**src/rtl/acqbuf_axis_capture_if.sv**
```systemverilog
// ---------------------------------------------------------------------------
// acqbuf_axis_capture_if
// AXI4-stream beat channel feeding the acquisition-buffer writer.
//   tdata  : sample beat (DATA_WIDTH bits)
//   tvalid : beat valid, driven by the stream source
//   tready : beat accept, driven by the sink
// Modports:
//   master : stream source (drives tdata/tvalid, observes tready)
//   slave  : stream sink   (observes tdata/tvalid, drives tready)
// ---------------------------------------------------------------------------
interface acqbuf_axis_capture_if #(
    parameter int DATA_WIDTH = 64
);
    logic [DATA_WIDTH-1:0] tdata;
    logic                  tvalid;
    logic                  tready;

    modport master (
        output tdata,
        output tvalid,
        input  tready
    );

    modport slave (
        input  tdata,
        input  tvalid,
        output tready
    );
endinterface

```
**src/rtl/acqbuf_axis_capture.sv**
```systemverilog
// ---------------------------------------------------------------------------
// acqbuf_axis_capture
// Writer side of a host-read acquisition buffer. Accepts an ADC AXI4-stream
// (which can never be stalled) and, after a start pulse, writes a programmed
// number of optionally decimated beats into a BRAM write port. Capture begins
// immediately or on the first accepted beat that carries trig=1.
//
// Ports:
//   i_clk        stream / BRAM clock
//   i_aresetn    asynchronous active-low reset
//   s_axis       AXI4-stream slave (tdata, tvalid in; tready out)
//   i_start      1-cycle pulse: latch configuration and begin a capture
//   i_abort      1-cycle pulse: stop and return to idle (wins over start)
//   i_trig_mode  0 = capture immediately, 1 = wait for trigger
//   i_trig       trigger level, looked at only on accepted beats while armed
//   i_length     words to write; 0 selects the full depth 2**ADDR_WIDTH
//   i_decim      write every (decim+1)th accepted beat
//   o_bram_addr  BRAM write address
//   o_bram_din   BRAM write data
//   o_bram_we    BRAM write enable
//   o_busy       high while armed or capturing
//   o_done       high once the capture completed; cleared by start/abort
//   o_wcount     words written in the current / last capture
// ---------------------------------------------------------------------------
module acqbuf_axis_capture #(
    parameter int DATA_WIDTH  = 64,
    parameter int ADDR_WIDTH  = 12,
    parameter int DECIM_WIDTH = 8
) (
    input  logic                   i_clk,
    input  logic                   i_aresetn,
    acqbuf_axis_capture_if.slave   s_axis,
    input  logic                   i_start,
    input  logic                   i_abort,
    input  logic                   i_trig_mode,
    input  logic                   i_trig,
    input  logic [ADDR_WIDTH-1:0]  i_length,
    input  logic [DECIM_WIDTH-1:0] i_decim,
    output logic [ADDR_WIDTH-1:0]  o_bram_addr,
    output logic [DATA_WIDTH-1:0]  o_bram_din,
    output logic                   o_bram_we,
    output logic                   o_busy,
    output logic                   o_done,
    output logic [ADDR_WIDTH:0]    o_wcount
);

    typedef enum logic [1:0] {
        ST_IDLE    = 2'd0,
        ST_ARM     = 2'd1,
        ST_CAPTURE = 2'd2,
        ST_DONE    = 2'd3
    } state_t;

    state_t                 r_state;
    logic                   r_tready;
    logic [ADDR_WIDTH-1:0]  r_wptr;
    logic [DECIM_WIDTH-1:0] r_dcnt;
    logic [DECIM_WIDTH-1:0] r_decim;
    logic [ADDR_WIDTH:0]    r_target;
    // Set by the final write; holds CAPTURE one more cycle so done rises
    // in the cycle after the last bram_we rather than alongside it.
    logic                   r_last;

    logic                   w_accept;
    logic [ADDR_WIDTH:0]    w_len_target;
    logic [ADDR_WIDTH:0]    w_wcount_next;
    logic [ADDR_WIDTH-1:0]  w_wptr_next;
    logic [DECIM_WIDTH-1:0] w_dcnt_dec;
    logic                   w_dcnt_zero;

    // Stream is accepted whenever valid; tready only drops in reset.
    assign s_axis.tready = r_tready;
    assign w_accept      = s_axis.tvalid & r_tready;

    // A programmed length of zero means the whole buffer.
    assign w_len_target  = (i_length == {ADDR_WIDTH{1'b0}})
                         ? {1'b1, {ADDR_WIDTH{1'b0}}}
                         : {1'b0, i_length};
    assign w_wcount_next = o_wcount + {{ADDR_WIDTH{1'b0}}, 1'b1};
    assign w_wptr_next   = r_wptr + {{(ADDR_WIDTH-1){1'b0}}, 1'b1};
    assign w_dcnt_dec    = r_dcnt - {{(DECIM_WIDTH-1){1'b0}}, 1'b1};
    assign w_dcnt_zero   = (r_dcnt == {DECIM_WIDTH{1'b0}});

    // Capture FSM with registered BRAM port, status and stream-ready outputs.
    always_ff @(posedge i_clk or negedge i_aresetn) begin
        if (!i_aresetn) begin
            r_state     <= ST_IDLE;
            r_tready    <= 1'b0;
            r_wptr      <= {ADDR_WIDTH{1'b0}};
            r_dcnt      <= {DECIM_WIDTH{1'b0}};
            r_decim     <= {DECIM_WIDTH{1'b0}};
            r_target    <= {(ADDR_WIDTH+1){1'b0}};
            r_last      <= 1'b0;
            o_bram_addr <= {ADDR_WIDTH{1'b0}};
            o_bram_din  <= {DATA_WIDTH{1'b0}};
            o_bram_we   <= 1'b0;
            o_busy      <= 1'b0;
            o_done      <= 1'b0;
            o_wcount    <= {(ADDR_WIDTH+1){1'b0}};
        end else begin
            r_tready  <= 1'b1;
            // Write enable is a single-cycle strobe per selected beat.
            o_bram_we <= 1'b0;

            if (i_abort) begin
                // wcount is kept so the host can see how far the capture got.
                r_state <= ST_IDLE;
                r_last  <= 1'b0;
                o_busy  <= 1'b0;
                o_done  <= 1'b0;
            end else begin
                case (r_state)
                    ST_IDLE, ST_DONE: begin
                        if (i_start) begin
                            // Mode is consumed here; length/decim are held in
                            // r_target/r_decim until the next start.
                            r_target <= w_len_target;
                            r_decim  <= i_decim;
                            r_wptr   <= {ADDR_WIDTH{1'b0}};
                            r_dcnt   <= {DECIM_WIDTH{1'b0}};
                            r_last   <= 1'b0;
                            o_wcount <= {(ADDR_WIDTH+1){1'b0}};
                            o_done   <= 1'b0;
                            o_busy   <= 1'b1;
                            r_state  <= i_trig_mode ? ST_ARM : ST_CAPTURE;
                        end else begin
                            r_state <= r_state;
                        end
                    end

                    ST_ARM: begin
                        if (w_accept && i_trig) begin
                            o_bram_we   <= 1'b1;
                            o_bram_addr <= r_wptr;
                            o_bram_din  <= s_axis.tdata;
                            r_wptr      <= w_wptr_next;
                            o_wcount    <= w_wcount_next;
                            r_dcnt      <= r_decim;
                            r_last      <= (r_target == {{ADDR_WIDTH{1'b0}}, 1'b1});
                            r_state     <= ST_CAPTURE;
                        end else begin
                            r_state <= ST_ARM;
                        end
                    end

                    ST_CAPTURE: begin
                        if (r_last) begin
                            r_last  <= 1'b0;
                            o_busy  <= 1'b0;
                            o_done  <= 1'b1;
                            r_state <= ST_DONE;
                        end else if (w_accept) begin
                            if (w_dcnt_zero) begin
                                o_bram_we   <= 1'b1;
                                o_bram_addr <= r_wptr;
                                o_bram_din  <= s_axis.tdata;
                                // Wraps to 0 only after the full-depth final word,
                                // and r_last stops further writes at that point.
                                r_wptr      <= w_wptr_next;
                                o_wcount    <= w_wcount_next;
                                r_dcnt      <= r_decim;
                                r_last      <= (w_wcount_next == r_target);
                            end else begin
                                r_dcnt <= w_dcnt_dec;
                            end
                        end else begin
                            r_state <= ST_CAPTURE;
                        end
                    end

                    default: begin
                        r_state <= ST_IDLE;
                        r_last  <= 1'b0;
                        o_busy  <= 1'b0;
                        o_done  <= 1'b0;
                    end
                endcase
            end
        end
    end

endmodule

```
**src/flat_wrapper.sv**
```systemverilog
// flat-port wrapper written by rule: the top's interface ports become plain ports
module acqbuf_axis_capture_flat 
#(
    parameter int DATA_WIDTH  = 64,
    parameter int ADDR_WIDTH  = 12,
    parameter int DECIM_WIDTH = 8
)
  (i_clk, i_aresetn, i_start, i_abort, i_trig_mode, i_trig, i_length, i_decim, o_bram_addr, o_bram_din, o_bram_we, o_busy, o_done, o_wcount, s_axis_tdata, s_axis_tvalid, s_axis_tready);
  acqbuf_axis_capture_if #(.DATA_WIDTH(DATA_WIDTH)) s_axis_i ();
  input  logic i_clk;
  input  logic i_aresetn;
  input  logic i_start;
  input  logic i_abort;
  input  logic i_trig_mode;
  input  logic i_trig;
  input  logic [ADDR_WIDTH-1:0] i_length;
  input  logic [DECIM_WIDTH-1:0] i_decim;
  output logic [ADDR_WIDTH-1:0] o_bram_addr;
  output logic [DATA_WIDTH-1:0] o_bram_din;
  output logic o_bram_we;
  output logic o_busy;
  output logic o_done;
  output logic [ADDR_WIDTH:0] o_wcount;
  input wire logic [$bits(s_axis_i.tdata)-1:0] s_axis_tdata;
  input wire logic [$bits(s_axis_i.tvalid)-1:0] s_axis_tvalid;
  output wire logic [$bits(s_axis_i.tready)-1:0] s_axis_tready;
  assign s_axis_i.tdata = s_axis_tdata;
  assign s_axis_i.tvalid = s_axis_tvalid;
  assign s_axis_tready = s_axis_i.tready;
  acqbuf_axis_capture #(.DATA_WIDTH(DATA_WIDTH), .ADDR_WIDTH(ADDR_WIDTH), .DECIM_WIDTH(DECIM_WIDTH)) u_core (.i_clk(i_clk), .i_aresetn(i_aresetn), .s_axis(s_axis_i), .i_start(i_start), .i_abort(i_abort), .i_trig_mode(i_trig_mode), .i_trig(i_trig), .i_length(i_length), .i_decim(i_decim), .o_bram_addr(o_bram_addr), .o_bram_din(o_bram_din), .o_bram_we(o_bram_we), .o_busy(o_busy), .o_done(o_done), .o_wcount(o_wcount));
endmodule
```
**config.mk**
```make
export PLATFORM = sky130hd
export DESIGN_NAME = acqbuf_axis_capture_flat
export DESIGN_NICKNAME = d
export VERILOG_FILES = /design/src/rtl/acqbuf_axis_capture_if.sv /design/src/rtl/acqbuf_axis_capture.sv /design/src/flat_wrapper.sv
export SDC_FILE = /design/constraint.sdc
export NUM_CORES = 1
export LEC_CHECK = 0
export ABC_AREA = 1
export CORE_UTILIZATION = 25
export CTS_CLUSTER_SIZE = 8
export DETAILED_ROUTE_END_ITERATION = 6
export PLACE_DENSITY = 0.49
export REMOVE_ABC_BUFFERS = 1
export SLEW_MARGIN = 30
export SYNTH_ARGS = -nofsm -noshare
export SYNTH_HDL_FRONTEND = slang
export SYNTH_SLANG_ARGS = --single-unit
```
**constraint.sdc**
```tcl
create_clock -name i_clk -period 2.1 [get_ports i_clk]
set_input_delay 0.21 -clock i_clk [delete_from_list [all_inputs] [get_ports i_clk]]
set_output_delay 0.21 -clock i_clk [all_outputs]
set_load 0.02 [all_outputs]
```
==> tab_implementation.tex, run 1 <==
\begin{tabular}{lr}
\hline
Metric & Value \\
\hline
\multicolumn{2}{l}{\textbf{Hold path}} \\
Type of the tightest min-delay check & in -> async \\
\multicolumn{2}{l}{\textbf{Layout}} \\
FF/Latch Area & 3430 um\^{}2 \\
Number of fillers in the final layout & 2438 \\
Net count of the finished layout & 936 \\
Area grow syn2layout & 50.1\% \\
Proportion of layout cells with a drive suffix above 1 & 18.2\% \\
Utilization after layout & 38.4\% \\
N\_diodes & 0 \\
Finished layout cell area & 9400 um\^{}2 \\
Combined area of the multi-input logic cells & 2500 um\^{}2 \\
\multicolumn{2}{l}{\textbf{Synthesis}} \\
Part of the Yosys area used for sequential elements & 54.8\% \\
Share of Yosys cell area claimed by the top area cell type & 54.8\% \\
Post-Synthesis Mean Instance Area & 10.2 um\^{}2 \\
EDFF count, synth & 0 \\
Primary FF master, synth & dfrtp\_1 \\
Leading post-synthesis cells by cell area & dfrtp\_1 55\%, mux2\_2 12\%, nand2\_1 7.3\% \\
Instance count of the mapped netlist & 616 \\
Number of distinct library cells after synthesis & 39 \\
Number of warnings issued by yosys & 0 \\
Flip-flop and latch count after synthesis & 137 \\
Biggest area consumer among synthesized cells & dfrtp\_1 \\
Post-synthesis async set-or-reset flop share & 100\% \\
Combined area of all synthesized cells & 6260 um\^{}2 \\
\multicolumn{2}{l}{\textbf{Power}} \\
Power density over cell area & 1400 nW/um\^{}2 \\
Leakage power of the design & 4.10 nW \\
Total power & 13.1 mW \\
Worst VDD drop & 610 uV \\
\multicolumn{2}{l}{\textbf{Floorplan}} \\
Floorplan core area & 24500 um\^{}2 \\
I/O pin count & 184 \\
Die Area & 25700 um\^{}2 \\
Effective utilization at floorplan & 25.6\% \\
Height of the die & 160 um \\
Die outline width & 160 um \\
Number of rows created at floorplan & 57 \\
\multicolumn{2}{l}{\textbf{Global route}} \\
Total routing resource utilization after global routing & 13.5\% \\
Via count of the first global-routing pass & 5107 \\
GR Overflow Total & 0 \\
Wire length of the first global-routing pass & 27200 um \\
Maximum number of pins on one net before global-route repair & 55 \\
Initial antenna violation count & 0 \\
\multicolumn{2}{l}{\textbf{Worst setup path}} \\
Critical-path top delay cell & dfrtp\_1 \\
Critical Path Fanout Max & 36 \\
Critical path data arrival time & 2250 ps \\
Worst Path Class, Setup & reg -> reg \\
R2R cell count & 8 \\
Critical Path Max Stage Delay & 380 ps \\
Data required time of the worst path & 2400 ps \\
Ordered list of cells on the worst path & inv\_1 -> ha\_2 -> nand2\_1 -> nand2\_1 -> inv\_1 -> o2111ai\_4 -> buf\_12 -> mux2\_2 \\
Crit start category & register \\
CP endpoint kind & register \\
\multicolumn{2}{l}{\textbf{Detailed routing}} \\
Total DRC errors in the routed layout & 0 \\
Total wire length after detailed routing & 16700 um \\
Routed wire length per instance & 14.2 um \\
Initial DRC Count & 334 \\
Average via count per standard cell & 4.30 \\
Total via count in the routed design & 5056 \\
Post-route antenna net violation count & 0 \\
DRT Pass-1 Iters & 5 \\
\multicolumn{2}{l}{\textbf{STA}} \\
Unrepaired setup endpoints after global routing & false \\
Final setup fails & 0 \\
Final period util & 93.1\% \\
Final setup skew & 8.75 ps \\
Min Clock Period, post-route & 1960 ps \\
Number of max-slew violations in the final report & 0 \\
Highest Clock Rate & 511 MHz \\
Final Hold Slack & 280 ps \\
Final setup slack of the worst path & 144 ps \\
Endpoints failing hold & 0 \\
\multicolumn{2}{l}{\textbf{CTS}} \\
CTS tree & yes \\
CTS Root Buffer Type & clkbuf\_16 \\
Deepest level of the CTS H-tree & 4 \\
Clk slew on worst S/H paths & 60 ps \\
Clock latency of the later-clocked register in the worst-skew pair & 420 ps \\
Post CTS Setup Buffer Count & 0 \\
Clock sink count & 137 \\
CTS Buf Count & 17 \\
Deepest clock path buffer count & 2 \\
\multicolumn{2}{l}{\textbf{Place}} \\
DP HPWL & 12400 um \\
IO Port Bufs & 183 \\
Pre-CTS worst setup slack & -48.2 ps \\
Post-Place Cell Area & 8760 um\^{}2 \\
Final RePlAce weighted congestion & 0.783 \\
\multicolumn{2}{l}{\textbf{Outcome}} \\
Status & complete, no violations \\
\multicolumn{2}{l}{\textbf{Flow run}} \\
Count of max-cap constraint violations & 0 \\
\hline
\end{tabular}
## routing by layer
metal | track usage, % | vias to the layer above | part of all wire (%)
li1 | - | 2531 | -
met1 | 17.8 | 2350 | 48
met2 | 21.4 | 166 | 45
met3 | 3.69 | 9 | 6.0
met4 | 4.03 | 0 | 0.92
met5 | 0 | - | 0
## Yosys cell counts, types with 8 or more instances
master	n
dfrtp_1	137
nand2_1	122
mux2_2	65
inv_1	62
nand3_1	35
nor2_1	35
o21ai_0	35
a21oi_1	15
o22ai_1	14
xor2_1	11
buf_2	8
mux2_4	8
nand4_1	8
nor3_1	8
## cells in the final DEF (no fill, tap or decap), types with 8 or more instances in the layout
cell             Yosys  final
clkdlybuf4s50_1      0    182
dfrtp_1            137    137
nand2_1            122    121
mux2_2              65     65
inv_1               62     62
nand3_1             35     35
nor2_1              35     35
o21ai_0             35     35
buf_4                2     31
clkbuf_16            0     17
a21oi_1             15     15
o22ai_1             14     14
xor2_1              11     11
mux2_4               8      8
nand4_1              8      8
nor3_1               8      8
## power breakdown
| part | switching [mW] | internal [mW] | leakage, nW |
|---|---|---|---|
| clock network | 1.26 | 1.90 | 0.294 |
| logic | 2.84 | 2.95 | 2.09 |
| registers | 0.539 | 3.63 | 1.72 |
| total | 4.64 | 8.49 | 4.10 |
## critical path, delay by kind of cell (launching register included)
family / cells / cell delay (ps)
adder cells (fa/ha/maj): 1 / 250
buffers and inverters: 3 / 430
AO/OA/AOI/OAI: 1 / 160
multiplexers: 1 / 360
AND/OR/NAND/NOR: 2 / 240
flip-flops: 1 / 380
## cell families (layout without fill, tap and decap cells)
logic type | count (synthesis) | count (layout) | share of synthesized area (%)
and+or+nand+nor | 222 | 222 | 15.3
DFF | 137 | 137 | 54.8
AOI/OAI and AO/OA | 83 | 83 | 8.01
buffers and inverters | 82 | 318 | 5.36
muxes | 73 | 73 | 13.6
xor gates and xnor gates | 12 | 12 | 1.68
adders and majority gates | 6 | 6 | 1.20
other | 1 | 1 | 0.0599
## sequential cells by signal (all words and copies together) (netlist names)
name and count:
u_core.r_target 13, u_core.r_last 1, u_core.o_done 1, u_core.o_bram_din 64
u_core.o_busy 1, u_core.s_axis.tready 1, u_core.r_wptr 12, u_core.o_wcount 13
u_core.r_dcnt 8, u_core.o_bram_addr 12, u_core.r_decim 8, u_core.r_state 2
u_core.o_bram_we 1
## stage by stage
step | std cells | setup TNS, ps
2_1_floorplan | 599 | -42200
3_3_place_gp | 1143 | 0
3_5_place_dp | 1143 | -291
4_1_cts | 1176 | 0
5_1_grt | 1176 | 0
6_report | 1176 | 0
## area by class of cell
class                      count  area share [%]
clock inverter                14            1.98
inverter                      65            2.62
timing repair buffer         221            23.4
sequential                   137            36.5
tap                          324            4.31
clock buffer                  18            4.57
multi-input combinational    397            26.7
## final timing paths
check	from	end	slack, ps
max in group asynchronous	i_aresetn	u_core.r_decim[2]$_DFFE_PN0P_	1160
worst max register to register	u_core.r_state[1]$_DFFE_PN0P_	u_core.o_bram_din[3]$_DFFE_PN0P_	140
worst min-delay path	i_aresetn	u_core.o_bram_din[58]$_DFFE_PN0P_	280
worst max-delay path	u_core.r_state[1]$_DFFE_PN0P_	u_core.o_bram_din[3]$_DFFE_PN0P_	140
worst min register to register	u_core.o_bram_addr[3]$_DFFE_PN0P_	u_core.o_bram_addr[3]$_DFFE_PN0P_	480
min in group i_clk	i_decim[7]	u_core.r_decim[7]$_DFFE_PN0P_	370
## timing repair
item | CTS | global route
gates resized for setup | 0 | 4
hold endpoints to repair | 41 | 0
setup endpoints to repair | 0 | 81
hold buffers | 1 | 0
No activity file was read; power rests on OpenSTA's default activity.
==> run 2, diff against run 1 <==
GPL_ROUTABILITY_DRIVEN = 0   (was unset)
==> results of run 2 <==
No change in the layout: final DEF, timing and power equal those of run 1.
==> run 3, diff against run 2 <==
CTS_CLUSTER_SIZE = 16   (was 8)
==> results of run 3 <==
No change in the layout: final DEF, timing and power equal those of run 1.
